--- config.mk ---
export PLATFORM = sky130hd
export DESIGN_NAME = autoconfig_chain
export DESIGN_NICKNAME = d
export VERILOG_FILES = /design/src/rtl/autoconfig_chain.sv
export SDC_FILE = /design/constraint.sdc
export NUM_CORES = 1
export LEC_CHECK = 0
export BUFFER_PORTS_ARGS = -buffer_cell sky130_fd_sc_hd__buf_2
export CAP_MARGIN = 10
export CORE_MARGIN = 4
export CORE_UTILIZATION = 45
export DETAILED_ROUTE_END_ITERATION = 8
export GPL_ROUTABILITY_DRIVEN = 0
export PLACE_DENSITY_LB_ADDON = 0.3
export SYNTH_ARGS = -nofsm -noshare
export SYNTH_HDL_FRONTEND = slang
export SYNTH_SLANG_ARGS = --single-unit
export TNS_END_PERCENT = 50
--- constraint.sdc ---
create_clock -name CLK40 -period 3.45 [get_ports CLK40]
set_input_delay 0.1725 -clock CLK40 [delete_from_list [all_inputs] [get_ports CLK40]]
set_output_delay 0.1725 -clock CLK40 [all_outputs]
set_load 0.01 [all_outputs]
--- src/rtl/autoconfig_chain.sv ---
// autoconfig_chain
//
// Presents NUM_BOARDS logical Zorro autoconfig boards one after another on a
// single physical slot. Only the board selected by the internal pointer
// answers; once it is given a base address (0x48) or told to shut up (0x4C)
// the pointer moves on. When the last board is done the chain reports
// CONFIGURED and passes the enable on through CONFIGENn.
//
// Ports
//   CLK40            in   system clock
//   RESETn           in   synchronous reset, active low
//   AUTOCONFIG_SPACE in   address decode hit on the autoconfig window
//   RnW              in   1 = read, 0 = write
//   TSn              in   transfer start, active low
//   A[7:1]           in   register offset (byte offset = {A, 1'b0})
//   D_IN[3:0]        in   write nibble (D31-D28)
//   D_OUT[3:0]       out  read nibble, held until the next read
//   AC_TACK          out  one-cycle transfer acknowledge
//   CPUCONFn         in   chain enable from upstream, active low
//   CONFIGENn        out  chain enable to downstream, active low
//   CONFIGURED       out  all boards configured or shut up
//   BOARD_CFG        out  per-board "base address assigned"
//   BOARD_SHUT       out  per-board "shut up"
//   BASE             out  per-board base byte, board 0 in the low byte
module autoconfig_chain #(
    parameter int                         NUM_BOARDS = 3,
    parameter logic [8*NUM_BOARDS-1:0]    ER_TYPE    = {8'hC1, 8'hD2, 8'h84},
    parameter logic [8*NUM_BOARDS-1:0]    PRODUCT    = {8'd200, 8'd3, 8'd4},
    parameter logic [16*NUM_BOARDS-1:0]   MFG        = {16'd3643, 16'd600, 16'd600},
    parameter logic [32*NUM_BOARDS-1:0]   SERIAL     = {3{32'd1}},
    parameter logic [4*NUM_BOARDS-1:0]    FLAGS      = {3{4'h0}}
) (
    input  logic                      CLK40,
    input  logic                      RESETn,
    input  logic                      AUTOCONFIG_SPACE,
    input  logic                      RnW,
    input  logic                      TSn,
    input  logic [7:1]                A,
    input  logic [3:0]                D_IN,
    output logic [3:0]                D_OUT,
    output logic                      AC_TACK,
    input  logic                      CPUCONFn,
    output logic                      CONFIGENn,
    output logic                      CONFIGURED,
    output logic [NUM_BOARDS-1:0]     BOARD_CFG,
    output logic [NUM_BOARDS-1:0]     BOARD_SHUT,
    output logic [8*NUM_BOARDS-1:0]   BASE
);

    typedef enum logic [1:0] {IDLE, RD, WR, ACK} state_t;

    localparam logic [1:0] LAST = 2'(NUM_BOARDS - 1);

    state_t     state;
    logic [1:0] ptr;
    logic       start;
    logic [7:0] offset;

    assign offset = {A, 1'b0};

    // Register file of one board. Only er_type is presented true; every other
    // defined field is returned inverted, as autoconfig requires.
    function automatic logic [3:0] rd_nibble(input logic [7:0] off, input logic [1:0] b);
        int          bi;
        logic [7:0]  er;
        logic [7:0]  prod;
        logic [3:0]  flg;
        logic [15:0] mfg;
        logic [31:0] ser;
        bi   = (int'(b) < NUM_BOARDS) ? int'(b) : NUM_BOARDS - 1;
        er   = ER_TYPE[bi*8 +: 8];
        prod = PRODUCT[bi*8 +: 8];
        flg  = FLAGS[bi*4 +: 4];
        mfg  = MFG[bi*16 +: 16];
        ser  = SERIAL[bi*32 +: 32];
        if (off >= 8'h10 && off <= 8'h16)
            return ~mfg[(3 - int'((off - 8'h10) >> 1))*4 +: 4];
        if (off >= 8'h18 && off <= 8'h26)
            return ~ser[(7 - int'((off - 8'h18) >> 1))*4 +: 4];
        case (off)
            8'h00:   return er[7:4];
            8'h02:   return er[3:0];
            8'h04:   return ~prod[7:4];
            8'h06:   return ~prod[3:0];
            8'h08:   return ~flg;
            default: return 4'hF;
        endcase
    endfunction

    always_ff @(posedge CLK40) begin
        if (!RESETn) begin
            state      <= IDLE;
            ptr        <= 2'd0;
            start      <= 1'b0;
            AC_TACK    <= 1'b0;
            D_OUT      <= 4'h0;
            BASE       <= '0;
            BOARD_CFG  <= '0;
            BOARD_SHUT <= '0;
            CONFIGURED <= 1'b0;
            CONFIGENn  <= 1'b1;
        end else begin
            // Transfer start is registered once; the FSM never looks at TSn.
            start   <= !CONFIGURED && AUTOCONFIG_SPACE && !TSn;
            AC_TACK <= 1'b0;
            case (state)
                IDLE: begin
                    // A start seen while not idle is simply dropped.
                    if (start && !CPUCONFn && !CONFIGURED)
                        state <= RnW ? RD : WR;
                end
                RD: begin
                    D_OUT   <= rd_nibble(offset, ptr);
                    AC_TACK <= 1'b1;
                    state   <= ACK;
                end
                WR: begin
                    AC_TACK <= 1'b1;
                    state   <= ACK;
                    case (offset)
                        8'h4A: BASE[int'(ptr)*8 +: 4] <= D_IN;
                        8'h48, 8'h4C: begin
                            if (offset == 8'h48) begin
                                BASE[int'(ptr)*8 + 4 +: 4] <= D_IN;
                                BOARD_CFG[ptr]             <= 1'b1;
                            end else begin
                                BOARD_SHUT[ptr]            <= 1'b1;
                            end
                            // Pointer saturates on the last board; the chain
                            // is finished instead of wrapping around.
                            if (ptr == LAST) begin
                                CONFIGURED <= 1'b1;
                                CONFIGENn  <= 1'b0;
                                D_OUT      <= 4'hF;
                            end else begin
                                ptr <= ptr + 2'd1;
                            end
                        end
                        default: ;
                    endcase
                end
                ACK: state <= IDLE;
                default: state <= IDLE;
            endcase
        end
    end

endmodule

==> Flow_metrics.wiki <==
{| class="wikitable"
! Metric !! Value
|-
| Status || finished clean
|-
| Proportion of synthesized area in mux cells || 0.902%
|-
| Flip-flop and latch count after synthesis || 42
|-
| Start-to-end type of the worst setup path || register to register
|-
| Area of the core || 4750 um2
|-
| Final Critical Period || 1880 ps
|-
| Startpoint of the worst register-to-register path || ptr[0]
|-
| Critical path capture point || BASE[10]
|-
| TritonCTS Buffers || 5
|-
| Via/cell ratio || 5.37
|-
| Max Transition Viols Final || 0
|-
| Nets || 338
|-
| Maximum buffer depth of the clock tree || 2
|-
| Drt drc || 0
|-
| Worst path cell trace || inv_1 -> ha_1 -> nor3b_1 -> nand4_1 -> a21boi_1
|-
| Portion of the post-synthesis area used by sequential elements || 37.9%
|-
| Avg Synthesized Cell Area || 8.40 um2
|-
| Number of cell instances on the worst register-to-register path || 5
|-
| Setup repair after global routing missed its margin || no
|-
| Highest fanout seen on the critical path || 8
|-
| Clk_skew || 4.62 ps
|-
| Synth Area in Simple Gates || 29.6%
|-
| Cell at the slowest stage of the critical path || sky130_fd_sc_hd__dfxtp_1
|-
| Routed wirelength normalized by instance count || 13.5 um
|-
| Main synth FF type || sky130_fd_sc_hd__dfxtp_1
|-
| Final period utilization || 54.4%
|-
| Smallest hold slack || 40.6 ps
|-
| Largest net degree at the start of global routing || 55
|-
| Transition time of the tightest slew-check pin || 834 ps
|-
| Setup slack of the most critical reg-to-reg path || 1570 ps
|-
| Half-perimeter wire length after placement || 3670 um
|-
| FFs w/ async S/R, synth || 0%
|-
| Initial antenna violation count || 0
|-
| Startpoint types || register
|-
| Most common cell after layout, fill and taps aside || sky130_fd_sc_hd__buf_2
|-
| Level count of the clock H-tree || 2
|-
| Final non-filler cell total || 375
|-
| Relative max-transition margin || 44.4%
|-
| Quantity of gates resized following cts || 0
|-
| Width of the die || 78.2 um
|-
| Net count after synthesis || 295
|-
| Via count of the first global-routing pass || 1810
|-
| Die height || 78.2 um
|-
| Clock transition time at the flip-flop clock pins of the worst setup and hold paths || 70 ps
|-
| Initial cell density of the core || 46.7%
|-
| Stage delay of the slowest cell on the critical path || 490 ps
|-
| Final hold violation count || 0
|-
| Leakage dissipation || 1.09 nW
|-
| Total power || 1.17 mW
|-
| Power per cell area || 451 nW/um2
|-
| Crit path setup slack, layout || 1570 ps
|-
| Post-CTS setup repair buffer count || 0
|-
| Synth Area in Compound Gates || 16.6%
|-
| Number of instances in the synthesized netlist || 264
|-
| Synthesized-area fraction occupied by adder cells || 7.90%
|-
| Combined global-route utilization of all metal layers || 16.9%
|-
| Endpoint kind of the worst setup timing path || register
|-
| Root Buffer || sky130_fd_sc_hd__clkbuf_8
|-
| Area delta synth->final || 16.7%
|-
| Iter 0 DRT Violations || 192
|-
| First-pass GRT wire length || 8420 um
|-
| Area occupied by registers || 841 um2
|-
| Total instance count after detailed placement || 367
|-
| Max cap viols || 0
|-
| Synth top area cells || sky130_fd_sc_hd__dfxtp_1 38%, sky130_fd_sc_hd__ha_1 7.9%, sky130_fd_sc_hd__nand3_1 6.1%
|-
| IO buf count || 53
|-
| Total congestion overflow || 0
|-
| Number of distinct library cell variants in the gate-level netlist after synthesis || 49
|-
| Total of hold buffers inserted after clock tree synthesis || 0
|-
| Largest family of logic cells by synthesized area || simple AND/OR/NAND/NOR gates
|-
| Pre-CTS setup slack || 1610 ps
|-
| Fraction of final layout cells sized beyond drive strength 1 || 22.1%
|-
| Antenna Cells || 0
|-
| Highest-count cells in the layout ignoring fill and taps || 53 x sky130_fd_sc_hd__buf_2, 42 x sky130_fd_sc_hd__dfxtp_1, 28 x sky130_fd_sc_hd__nand2_1
|-
| Critical Path Source || ptr[0]
|-
| Post-DRT Antenna Nets || 0
|-
| Fill cell total of the finished layout || 479
|-
| Arrival time reported for the critical path endpoint || 2090 ps
|-
| Maximum clock frequency || 533 MHz
|-
| Source-to-sink clock delay at the later pin of the worst-skew pair || 290 ps
|-
| Parity-gate share of the synthesized area counting xor and xnor cells || 1.58%
|-
| Number of sinks on the clock net || 42
|-
| Count of pins on the block boundary || 54
|-
| Post-synthesis cell type with the largest combined area || sky130_fd_sc_hd__dfxtp_1
|-
| Type of the tightest min-delay check || input pin to register
|-
| Number of cell rows || 25
|-
| Required @ worst endpoint || 3670 ps
|-
| Maximum ir drop on the vdd rail || 0.000233 V
|-
| Router iterations before antenna repair || 4
|-
| Final setup violating endpoints || 0
|-
| TritonCTS clock tree || done
|-
| Post-Synthesis Cell Area || 2220 um2
|-
| Total routed wirelength || 5060 um
|-
| Area enclosed by the die boundary || 6120 um2
|-
| Setup TNS || 0 ps
|-
| Total area of multi-input combinational cells || 1250 um2
|-
| Share of the synthesized area in the top cell type || 37.9%
|-
| Vias || 2012
|-
| Number of enable-type register cells in the synthesized netlist || 0
|-
| Number of warning messages in the yosys log || 0
|-
| Critical register-to-register path endpoint || BASE[10]
|}
## synthesized netlist by cell type, types with 2 or more instances
library cell                n
sky130_fd_sc_hd__buf_2      2
sky130_fd_sc_hd__and2_1     2
sky130_fd_sc_hd__nor2b_1   12
sky130_fd_sc_hd__nand4_1   14
sky130_fd_sc_hd__o21ai_0   17
sky130_fd_sc_hd__nor2_1     9
sky130_fd_sc_hd__nand3_1   27
sky130_fd_sc_hd__ha_1      14
sky130_fd_sc_hd__nor3_1     3
sky130_fd_sc_hd__nor4_1     2
sky130_fd_sc_hd__o22ai_1    2
sky130_fd_sc_hd__o211a_1    2
sky130_fd_sc_hd__a21boi_1  10
sky130_fd_sc_hd__a21boi_0   2
sky130_fd_sc_hd__dfxtp_1   42
sky130_fd_sc_hd__inv_1      9
sky130_fd_sc_hd__nor3b_1    3
sky130_fd_sc_hd__xnor2_1    2
sky130_fd_sc_hd__a31oi_1    5
sky130_fd_sc_hd__clkbuf_1  10
sky130_fd_sc_hd__o31ai_1    2
sky130_fd_sc_hd__mux2i_1    2
sky130_fd_sc_hd__or3b_1     2
sky130_fd_sc_hd__nand2_1   28
sky130_fd_sc_hd__nand2b_1   2
sky130_fd_sc_hd__xor2_1     2
sky130_fd_sc_hd__and3_1     2
sky130_fd_sc_hd__a21oi_1   11
sky130_fd_sc_hd__buf_4      4
## metrics by stage
step                area (um2)  util (%)
finish                    2590      54.4
global route              2590      54.4
CTS                       2590      54.4
detailed placement        2480      52.1
global placement          2480      52.1
floorplan                 2220         -
## worst min path at each step
stage | end | slack, ps | cells past startpoint | startpoint
detailed placement | start | 340 | 2 | TSn
global route | start | 40 | 2 | TSn
CTS | start | 30 | 2 | TSn
floorplan | start | 250 | 1 | TSn
global placement | start | 340 | 2 | TSn
finish | start | 40 | 2 | TSn
## layout make-up
cell class	instances	area share, %
Tap cell	67	3.24
Clock buffer	8	4.25
Multi-Input combinational cell	196	48.5
Sequential cell	42	32.5
Timing Repair Buffer	53	10.2
Inverter	9	1.30
## layer usage
layer  part of all wire (%)  GRT usage (%)  wire [um]  vias up
li1                       -              -          -     1026
met1                     49           23.9       2510      919
met2                     43           25.3       2200       63
met3                    6.1           3.78        311        4
met4                   0.95           5.59         48        0
met5                      0              0          0        -
## flip-flops by register name, indices dropped and copies added (netlist names), 2 cells and up
name and count:
BASE 24, BOARD_CFG 3, BOARD_SHUT 3, D_OUT 4
ptr 2, state 2
## cells by family after synthesis
group / after synthesis
flip-flops: 42
multiplexers: 2
XOR/XNOR: 4
adder cells (fa/ha/maj): 14
buffers and inverters: 26
AO/OA/AOI/OAI: 58
AND/OR/NAND/NOR: 118
## power breakdown
group          internal, mW  switching [mW]
sequential            0.516          0.0143
clock                 0.202           0.157
combinational         0.118           0.159
## worst max-delay path, delay by kind of cell (launching register included)
family	cells	cell delay, ps
compound gates	1	170
fa+ha+maj	1	360
buf+inv	1	210
flops	1	490
simple gates	2	580
Note: power is estimated with default switching activity, not from simulation.
